### src/rtl/sip_bitplane_feeder.sv
// sip_bitplane_feeder
//
// Takes one packed activation vector and one packed weight vector over a
// valid/ready handshake. It then replays them as 1-bit planes, one
// (activation bit a, weight bit w) pair per slice. Weight bit w is the outer
// loop and activation bit a is the inner loop. Each slice is tagged with a
// shift amount (a + w), the sign flags and the first/last markers that the
// downstream shift-accumulator needs.
//
// Ports:
//   i_CLK, i_RST          clock, synchronous active-high reset
//   i_Valid / o_Ready     operand pair handshake
//   i_ActVec, i_WVec      packed lane data (lane k at [BITS*k +: BITS])
//   i_PrecA, i_PrecW      requested precisions (0 -> 1, clamped to BITS_*)
//   i_SignA, i_SignW      two's-complement flags
//   i_Bin                 binary XNOR mode (forces 1x1 unsigned)
//   o_SliceValid / i_SliceReady  slice handshake
//   o_Act, o_Weight       bit-planes, one bit per lane
//   o_SignI, o_NegW       current plane is the signed MSB
//   o_Bin, o_Shift, o_First, o_Last  slice tags
module sip_bitplane_feeder #(
    parameter int N_DOT  = 32,
    parameter int BITS_A = 8,
    parameter int BITS_W = 8
) (
    input  logic                      i_CLK,
    input  logic                      i_RST,
    input  logic                      i_Valid,
    output logic                      o_Ready,
    input  logic [N_DOT*BITS_A-1:0]   i_ActVec,
    input  logic [N_DOT*BITS_W-1:0]   i_WVec,
    input  logic [3:0]                i_PrecA,
    input  logic [3:0]                i_PrecW,
    input  logic                      i_SignA,
    input  logic                      i_SignW,
    input  logic                      i_Bin,
    output logic                      o_SliceValid,
    input  logic                      i_SliceReady,
    output logic [N_DOT-1:0]          o_Act,
    output logic [N_DOT-1:0]          o_Weight,
    output logic                      o_SignI,
    output logic                      o_NegW,
    output logic                      o_Bin,
    output logic [3:0]                o_Shift,
    output logic                      o_First,
    output logic                      o_Last
);

    localparam int AIW = (BITS_A > 1) ? $clog2(BITS_A) : 1;
    localparam int WIW = (BITS_W > 1) ? $clog2(BITS_W) : 1;
    localparam logic [3:0] MAX_A = 4'(BITS_A);
    localparam logic [3:0] MAX_W = 4'(BITS_W);

    typedef enum logic {IDLE, STREAM} state_t;

    // Zero means one bit; anything above the datapath width is clamped.
    function automatic logic [3:0] eff_prec(input logic [3:0] p, input logic [3:0] max_p);
        logic [3:0] r;
        if (p == 4'd0) begin
            r = 4'd1;
        end else if (p > max_p) begin
            r = max_p;
        end else begin
            r = p;
        end
        return r;
    endfunction

    state_t                    state_r, nxt_state_s;
    logic [N_DOT*BITS_A-1:0]   act_r, nxt_act_s;
    logic [N_DOT*BITS_W-1:0]   wv_r, nxt_wv_s;
    logic [3:0]                pa_r, pw_r, nxt_pa_s, nxt_pw_s;
    logic [3:0]                a_r, w_r, nxt_a_s, nxt_w_s;
    logic                      sa_r, sw_r, bin_r, nxt_sa_s, nxt_sw_s, nxt_bin_s;
    logic                      ready_r;

    logic                      valid_r, valid_s;
    logic [N_DOT-1:0]          act_pl_r, act_pl_s, w_pl_r, w_pl_s;
    logic                      sign_i_r, sign_i_s, neg_w_r, neg_w_s, bin_o_r, bin_o_s;
    logic [3:0]                shift_r, shift_s;
    logic                      first_r, first_s, last_r, last_s;
    logic [BITS_A-1:0]         lane_a_s;
    logic [BITS_W-1:0]         lane_w_s;

    // ready_r is the registered IDLE flag; gating with i_RST keeps o_Ready low
    // in every reset cycle while letting it rise right after reset releases.
    assign o_Ready      = ready_r & ~i_RST;
    assign o_SliceValid = valid_r;
    assign o_Act        = act_pl_r;
    assign o_Weight     = w_pl_r;
    assign o_SignI      = sign_i_r;
    assign o_NegW       = neg_w_r;
    assign o_Bin        = bin_o_r;
    assign o_Shift      = shift_r;
    assign o_First      = first_r;
    assign o_Last       = last_r;

    // Next-state: accept a pair in IDLE, walk (a, w) in STREAM.
    always_comb begin
        nxt_state_s = state_r;
        nxt_act_s   = act_r;
        nxt_wv_s    = wv_r;
        nxt_pa_s    = pa_r;
        nxt_pw_s    = pw_r;
        nxt_sa_s    = sa_r;
        nxt_sw_s    = sw_r;
        nxt_bin_s   = bin_r;
        nxt_a_s     = a_r;
        nxt_w_s     = w_r;
        case (state_r)
            IDLE: begin
                if (i_Valid && o_Ready) begin
                    nxt_act_s = i_ActVec;
                    nxt_wv_s  = i_WVec;
                    nxt_bin_s = i_Bin;
                    if (i_Bin) begin
                        nxt_pa_s = 4'd1;
                        nxt_pw_s = 4'd1;
                        nxt_sa_s = 1'b0;
                        nxt_sw_s = 1'b0;
                    end else begin
                        nxt_pa_s = eff_prec(i_PrecA, MAX_A);
                        nxt_pw_s = eff_prec(i_PrecW, MAX_W);
                        nxt_sa_s = i_SignA;
                        nxt_sw_s = i_SignW;
                    end
                    nxt_a_s     = 4'd0;
                    nxt_w_s     = 4'd0;
                    nxt_state_s = STREAM;
                end else begin
                    nxt_state_s = IDLE;
                end
            end
            STREAM: begin
                if (i_SliceReady) begin
                    if (last_r) begin
                        nxt_state_s = IDLE;
                    end else if (a_r == pa_r - 4'd1) begin
                        nxt_a_s = 4'd0;
                        nxt_w_s = w_r + 4'd1;
                    end else begin
                        nxt_a_s = a_r + 4'd1;
                    end
                end else begin
                    nxt_state_s = STREAM;
                end
            end
            default: begin
                nxt_state_s = IDLE;
            end
        endcase
    end

    // Slice contents for the next cycle, so every slice output is a flop.
    always_comb begin
        valid_s  = 1'b0;
        act_pl_s = '0;
        w_pl_s   = '0;
        sign_i_s = 1'b0;
        neg_w_s  = 1'b0;
        bin_o_s  = 1'b0;
        shift_s  = 4'd0;
        first_s  = 1'b0;
        last_s   = 1'b0;
        lane_a_s = '0;
        lane_w_s = '0;
        if (nxt_state_s == STREAM) begin
            valid_s = 1'b1;
            for (int k = 0; k < N_DOT; k++) begin
                lane_a_s    = nxt_act_s[BITS_A*k +: BITS_A];
                lane_w_s    = nxt_wv_s[BITS_W*k +: BITS_W];
                act_pl_s[k] = lane_a_s[nxt_a_s[AIW-1:0]];
                w_pl_s[k]   = lane_w_s[nxt_w_s[WIW-1:0]];
            end
            sign_i_s = nxt_sa_s && (nxt_a_s == nxt_pa_s - 4'd1);
            neg_w_s  = nxt_sw_s && (nxt_w_s == nxt_pw_s - 4'd1);
            bin_o_s  = nxt_bin_s;
            shift_s  = nxt_a_s + nxt_w_s;
            first_s  = (nxt_a_s == 4'd0) && (nxt_w_s == 4'd0);
            last_s   = (nxt_a_s == nxt_pa_s - 4'd1) && (nxt_w_s == nxt_pw_s - 4'd1);
        end else begin
            valid_s = 1'b0;
        end
    end

    // State, latched operands and registered slice outputs.
    always_ff @(posedge i_CLK) begin
        if (i_RST) begin
            state_r  <= IDLE;
            act_r    <= '0;
            wv_r     <= '0;
            pa_r     <= 4'd1;
            pw_r     <= 4'd1;
            sa_r     <= 1'b0;
            sw_r     <= 1'b0;
            bin_r    <= 1'b0;
            a_r      <= 4'd0;
            w_r      <= 4'd0;
            ready_r  <= 1'b1;
            valid_r  <= 1'b0;
            act_pl_r <= '0;
            w_pl_r   <= '0;
            sign_i_r <= 1'b0;
            neg_w_r  <= 1'b0;
            bin_o_r  <= 1'b0;
            shift_r  <= 4'd0;
            first_r  <= 1'b0;
            last_r   <= 1'b0;
        end else begin
            state_r  <= nxt_state_s;
            act_r    <= nxt_act_s;
            wv_r     <= nxt_wv_s;
            pa_r     <= nxt_pa_s;
            pw_r     <= nxt_pw_s;
            sa_r     <= nxt_sa_s;
            sw_r     <= nxt_sw_s;
            bin_r    <= nxt_bin_s;
            a_r      <= nxt_a_s;
            w_r      <= nxt_w_s;
            ready_r  <= (nxt_state_s == IDLE);
            valid_r  <= valid_s;
            act_pl_r <= act_pl_s;
            w_pl_r   <= w_pl_s;
            sign_i_r <= sign_i_s;
            neg_w_r  <= neg_w_s;
            bin_o_r  <= bin_o_s;
            shift_r  <= shift_s;
            first_r  <= first_s;
            last_r   <= last_s;
        end
    end

endmodule

### config.mk
export PLATFORM = sky130hd
export DESIGN_NAME = sip_bitplane_feeder
export DESIGN_NICKNAME = d
export VERILOG_FILES = /design/src/rtl/sip_bitplane_feeder.sv
export SDC_FILE = /design/constraint.sdc
export NUM_CORES = 1
export LEC_CHECK = 0
export BUFFER_PORTS_ARGS = -buffer_cell sky130_fd_sc_hd__buf_2
export CORE_AREA = 3 3 236 238
export DETAILED_ROUTE_END_ITERATION = 8
export DIE_AREA = 0 0 239 241
export GPL_TIMING_DRIVEN = 0
export PLACE_DENSITY_LB_ADDON = 0.25
export SETUP_SLACK_MARGIN = 0.4
export SLEW_MARGIN = 20
export SYNTH_ARGS = -nofsm -noshare
export SYNTH_HDL_FRONTEND = slang
export SYNTH_SLANG_ARGS = --single-unit
export TNS_END_PERCENT = 10
### constraint.sdc
create_clock -name i_CLK -period 6.2 [get_ports i_CLK]
set_input_delay 1.24 -clock i_CLK [delete_from_list [all_inputs] [get_ports i_CLK]]
set_output_delay 1.24 -clock i_CLK [all_outputs]
set_load 0.005 [all_outputs]
# Word level (Yosys, flattened, before mapping)
# Cells that the tools add are included.
[classes]
bitwise = 4
order_cmp = 4
eq_ne = 3
reduce_logical = 10
mul = 0
div_mod_pow = 0
n_addsub = 6
n_shift = 0
n_mux = 165
[ops]
columns = ["cell", "n"]
rows = [
  ["$mux W256", 4],
  ["$bmux W1 S3", 64],
  ["$mux W1", 76],
  ["$mux W4", 18],
  ["$logic_not A4 Y1", 4],
  ["$pmux W4 S2", 2],
  ["$eq A4 B4 Y1", 3],
  ["$sub A4 B1 Y4 const B", 3],
  ["$add A4 B1 Y4 const B", 2],
  ["$gt A4 B4 Y1 const B", 2],
  ["$lt A3 B4 Y1 const B", 2],
  ["$logic_and A1 B1 Y1", 5],
  ["$add A4 B4 Y4", 1],
  ["$not A1 Y1", 3],
  ["$pmux W1 S2", 1],
  ["$reduce_or A2 Y1", 1],
  ["$and A1 B1 Y1", 1],
]
[totals]
mem_count = 0
wordCells = 212
latch_bits = 0
ram_bits = 0
mem_bits_ro = 0
in_bits = 527
ff_bits = 607
output_inout_bits = 75

# Depth between registers and ports, before layout
[logic_depth]
ltp_word = 9
mapped_depth = 17
ltp_nobuf = 13

# Worst setup path before layout
# Ideal clock, no wire load.
[synth_path]
path_kind = "in2reg"
from = "in i_SliceReady"
to = "reg shift_r[3] (netlist: o_Shift[3])"
path_stages = 14
setup_time_ps = 120
path_buffers = 3
slack_ps = 2529
arrival_time_ps = 3551
cell_sequence = "nor2b_1 > nand2_1 > or3_1 > buf_2 > nand2_2 > buf_6 > buf_2 > inv_1 > ha_1 > a21o_1 > a21oi_1 > xnor2_1 > xnor2_1 > nor2_1"
[synth_via]
elab_cells_between_ends = 9
cone_classes = "1 x add/sub; 6 x mux; 1 x bitwise; 1 x reduce/logical"
[synth_rtl]
columns = ["element", "line", "text"]
rows = [
  ["start, declared", "38", "input logic i_SliceReady,"],
  ["$mux W4", "135", "if (i_SliceReady) begin"],
  ["$pmux W4 S2", "110", "case (state_r)"],
  ["via nxt_a_s[1]", "73", "logic [3:0] a_r, w_r, nxt_a_s, nxt_w_s;"],
  ["$add A4 B4 Y4", "178", "shift_s = nxt_a_s + nxt_w_s;"],
  ["end signal, assigned", "227", "shift_r <= shift_s;"],
  ["end, declared", "80", "logic [3:0] shift_r, shift_s;"],
]
# The timed path passes the listed nets, and every way through them passes these cells.
# A chain may end at the register's enable or synchronous reset.

# Worst setup path after layout
[layout_path]
from = "in i_RST"
to = "reg act_r[10]"
[layout_via]
elab_chain_len = 5
[layout_lines]
columns = ["element", "line", "text"]
rows = [
  ["start, declared", "27", "input logic i_RST,"],
  ["$not A1 Y1", "87", "assign o_Ready = ready_r & ~i_RST;"],
  ["$and A1 B1 Y1", "87", ""],
  ["$logic_and A1 B1 Y1", "112", "if (i_Valid && o_Ready) begin"],
  ["$mux W256", "112", ""],
  ["$mux W256", "110", ""],
  ["end signal, assigned", "211", "act_r <= nxt_act_s;"],
  ["end, declared", "70", "logic [N_DOT*BITS_A-1:0] act_r, nxt_act_s;"],
]
# Several ways; a longest one is shown, not always the timed one.

==> impl_results.rst <==
.. list-table::
   :header-rows: 1

   * - Metric
     - Value
   * - Run status
     - finished, final reports clean
   * - Weighted congestion reported at the end of routability-driven placement
     - around 0.89
   * - Start point of the worst hold path
     - wv_r[20]$_SDFF_PP0_
   * - Filler cells
     - between 5,000 and 6,000
   * - Number of max-cap violations
     - 0
   * - Starting utilization of the core area
     - 47.7%
   * - Total Die Area
     - 57,600 um2
   * - Std-Cell Rows
     - 85
   * - Global-route wire length before repair
     - 140,000 um
   * - Ys Warns
     - 0
   * - Most common cell after layout, fill and taps aside
     - nand2_1
   * - Hold Path Class
     - reg -> reg
   * - Area of combinational cells with multiple inputs
     - 12,300 um2
   * - Number of antenna violations at the first check in global routing
     - 23
   * - Fraction of layout cells with a size suffix above 1
     - around 22%
   * - Setup repair after global routing missed its margin
     - no
   * - Total Neg Setup Slack
     - 0 ps
   * - Storage cell area
     - between 10,000 and 15,000 um2
   * - Number of nets in the layout
     - around 4,500
   * - Synth area leader
     - dfxtp_1
   * - Synthesized Nets
     - about 3,800
   * - Number of storage elements in the synthesis netlist
     - between 600 and 700
   * - Aggregate global routing overflow
     - 0
   * - Wirelength, routed
     - 96,000 um
   * - Total global-route track usage
     - 31.6%
   * - Total via count in the routed design
     - around 26,000
   * - Distinct cell type count after synthesis
     - 60
   * - Post-layout total power
     - 9.33 mW
   * - Count of flip-flops with a built-in enable after synthesis
     - 0
   * - Min cycle time layout
     - 4490 ps
   * - Transition time of the tightest slew-check pin
     - roughly 1100 ps
   * - Data required time at the worst endpoint
     - 6730 ps
   * - Vias in the first global route
     - between 20,000 and 25,000
   * - Peak Freq
     - 223 MHz
   * - Sw power
     - 2.48 mW
   * - CP startpoint kind
     - input port
   * - Die width
     - 239 um
   * - CTS Buffer Depth
     - 3
   * - Sinks on the clock net
     - 606
   * - Final ANT Viol Nets
     - 0
   * - Largest net degree at the start of global routing
     - 14
   * - Crit Path Class
     - in -> reg
   * - Startpoint of the worst setup timing path
     - i_RST
   * - Via-per-instance ratio
     - 5.54
   * - Post-synth top area share
     - 47.3%
   * - Post-CTS setup buffers
     - 0
   * - Buffers added on ports
     - 601
   * - Highest-count cells in the layout ignoring fill and taps
     - 1,160 x nand2_1, 622 x buf_2, 606 x dfxtp_1, 519 x a21oi_1, 250 x clkbuf_1
   * - Clock input transition at the sequential cells of the worst setup and hold paths
     - 60 ps
   * - Post-synthesis instance total
     - 3,252
   * - Async set-reset flop share out of synthesis
     - 0%
   * - Maximum VDD drop
     - roughly 0.00018 V
   * - Area Growth Syn to Fin
     - 23.9%
   * - Area of the placeable core
     - 53,800 um2
   * - Launch point of the worst reg-to-reg path
     - state_r$_SDFF_PP0_
   * - Total of endpoints with negative setup slack in the final report
     - 0
   * - Buffer cell driving the clock tree root
     - clkbuf_16
   * - Mean routed wirelength per cell
     - 20.5 um
   * - Post-CTS Hold Buffers
     - 0
   * - PwrDens
     - 294 nW/um2
   * - Num CTS Buffers
     - 67
   * - Detailed-router iteration count before antenna repair
     - 5
   * - Net Sw Frac
     - 26.6%
   * - Number of primary I/O pins
     - 602
   * - Number of hold violations in the final report
     - 0
   * - Comb power frac
     - 12.3%
   * - Seq pwr share
     - 44.5%
   * - Detailed-placement wirelength estimate
     - 70,000 um
   * - Later-pin clock latency in the skew report
     - 610 ps
   * - Number of DRC markers in iteration 0
     - between 1,500 and 2,000
   * - Part of the Yosys area used for sequential elements
     - 47.3%
   * - H-Tree Depth
     - 3
   * - Most frequently used flop master after synthesis
     - dfxtp_1
   * - Internal power contribution
     - 6.84 mW
   * - Share of the cycle needed by the critical path after routing
     - roughly 72%
   * - Part of the total power dissipated in the clock network
     - 43.2%
   * - Post-CTS resize count
     - 0
   * - Height of the die
     - 241 um
   * - Leakage Power
     - 12.9 nW
   * - Worst Setup End Kind
     - flop
   * - Number of DRC violations after detailed routing
     - 0
   * - CTS tree
     - yes
   * - Largest fanout on the critical path
     - 10
   * - Count of pins over their slew limit
     - 0
   * - Skew final
     - 19.6 ps
   * - Arrival time of the worst setup path
     - 5020 ps
   * - Cell types occupying the most area after synthesis
     - dfxtp_1 47%, nand2_1 17%, a21oi_1 10%, mux2_2 4.3%, clkbuf_1 3.4%
   * - Cell Area, Synth
     - 25,700 um2
   * - Worst slew margin relative to its limit
     - 25.3%
   * - Avg Inst Size Synth
     - 7.89 um2
[routing by layer]
| layer | GRT usage, % | share of wire [%] | up-vias |
|---|---|---|---|
| li1 | - | - | 12300 |
| met4 | 16.7 | 5.1 | 24 |
| met2 | 53.4 | 47 | 1108 |
| met5 | 0 | 0.18 | - |
| met3 | 6.63 | 7.9 | 286 |
| met1 | 38.2 | 39 | 12100 |
[cell usage after synthesis, drive strengths merged (2+ instances only)]
| cell | n |
|---|---|
| mux2i | 76 |
| nand2b | 3 |
| nand3 | 4 |
| nand2 | 1162 |
| nor4 | 4 |
| or3 | 34 |
| nor2 | 56 |
| nor3b | 6 |
| and3b | 2 |
| xnor2 | 15 |
| o211ai | 2 |
| a211o | 2 |
| a21oi | 519 |
| ha | 8 |
| nand4 | 3 |
| o21ai | 35 |
| clkbuf | 241 |
| o32ai | 31 |
| inv | 10 |
| xor2 | 4 |
| a31oi | 62 |
| o21bai | 2 |
| nor3 | 9 |
| nor2b | 5 |
| buf | 38 |
| mux2 | 97 |
| a211oi | 95 |
| and2 | 4 |
| dfxtp | 606 |
| o31ai | 2 |
| o22ai | 34 |
| and3 | 64 |
| or4 | 2 |
[worst max-delay path, stage by stage]
cell and delay (ps):
buf_2 120, nor4bb_1 270, clkbuf_1 630, clkbuf_1 510, clkbuf_1 710, clkbuf_1 780, clkbuf_1 430, nand2_1 150
a21oi_1 160
[path summary, 6_finish.rpt]
path,endpoint,slack [ps],cells past startpoint
worst min register to register,wv_r[20]$_SDFF_PP0_,450,2
worst max-delay path,act_r[10]$_SDFF_PP0_,1710,9
worst max register to register,act_r[10]$_SDFF_PP0_,1940,9
worst min-delay path,wv_r[20]$_SDFF_PP0_,450,2
[through the flow]
stage | util [%] | instance area [um2] | std cells | setup slack (ps) | hold slack (ps)
floorplan | - | 25700 | 3252 | 2530 | 432
global placement | 54.9 | 29500 | 4549 | 1070 | 438
detailed placement | 54.9 | 29500 | 4549 | 1060 | 442
CTS | 59.0 | 31700 | 4665 | 1690 | 449
global route | 59.0 | 31800 | 4675 | 1460 | 463
finish | 59.0 | 31800 | 4678 | 1710 | 451
[power groups by stage]
stage | clock, mW | sequential [mW] | combinational (mW)
finish | 4.03 | 4.15 | 1.15
CTS | 4.06 | 4.15 | 1.13
global placement | 0 | 4.23 | 1.11
detailed placement | 0 | 4.23 | 1.12
global route | 4.22 | 4.17 | 1.23
floorplan | 0 | 4.21 | 0.609
[state kept, by name (all words and copies together) (netlist names)]
register / flops
act_r: 256
wv_r: 256
o_Act: 32
o_Weight: 32
a_r: 4
o_Shift: 4
pa_r: 4
pw_r: 4
w_r: 4
bin_r: 1
o_Bin: 1
o_First: 1
o_Last: 1
o_NegW: 1
o_SignI: 1
ready_r: 1
sa_r: 1
state_r: 1
sw_r: 1
[layout make-up]
| class | instances | share of cell area [%] |
|---|---|---|
| antenna | 13 | 0.102 |
| buffer | 279 | 3.66 |
| clock buffer | 97 | 6.17 |
| clock inverter | 19 | 0.764 |
| inverter | 10 | 0.118 |
| multi-input combinational | 2357 | 38.8 |
| sequential | 606 | 38.2 |
| tap | 696 | 2.74 |
| timing repair buffer | 601 | 9.47 |
[kinds of logic after synthesis]
group / synth area share, %
muxes: 7.27
AOI/OAI and AO/OA: 18.0
DFF: 47.3
buffers and inverters: 4.68
and+or+nand+nor: 21.6
xor gates and xnor gates: 0.741
adders and majority gates: 0.468
Power figures use the tool's default switching activity.
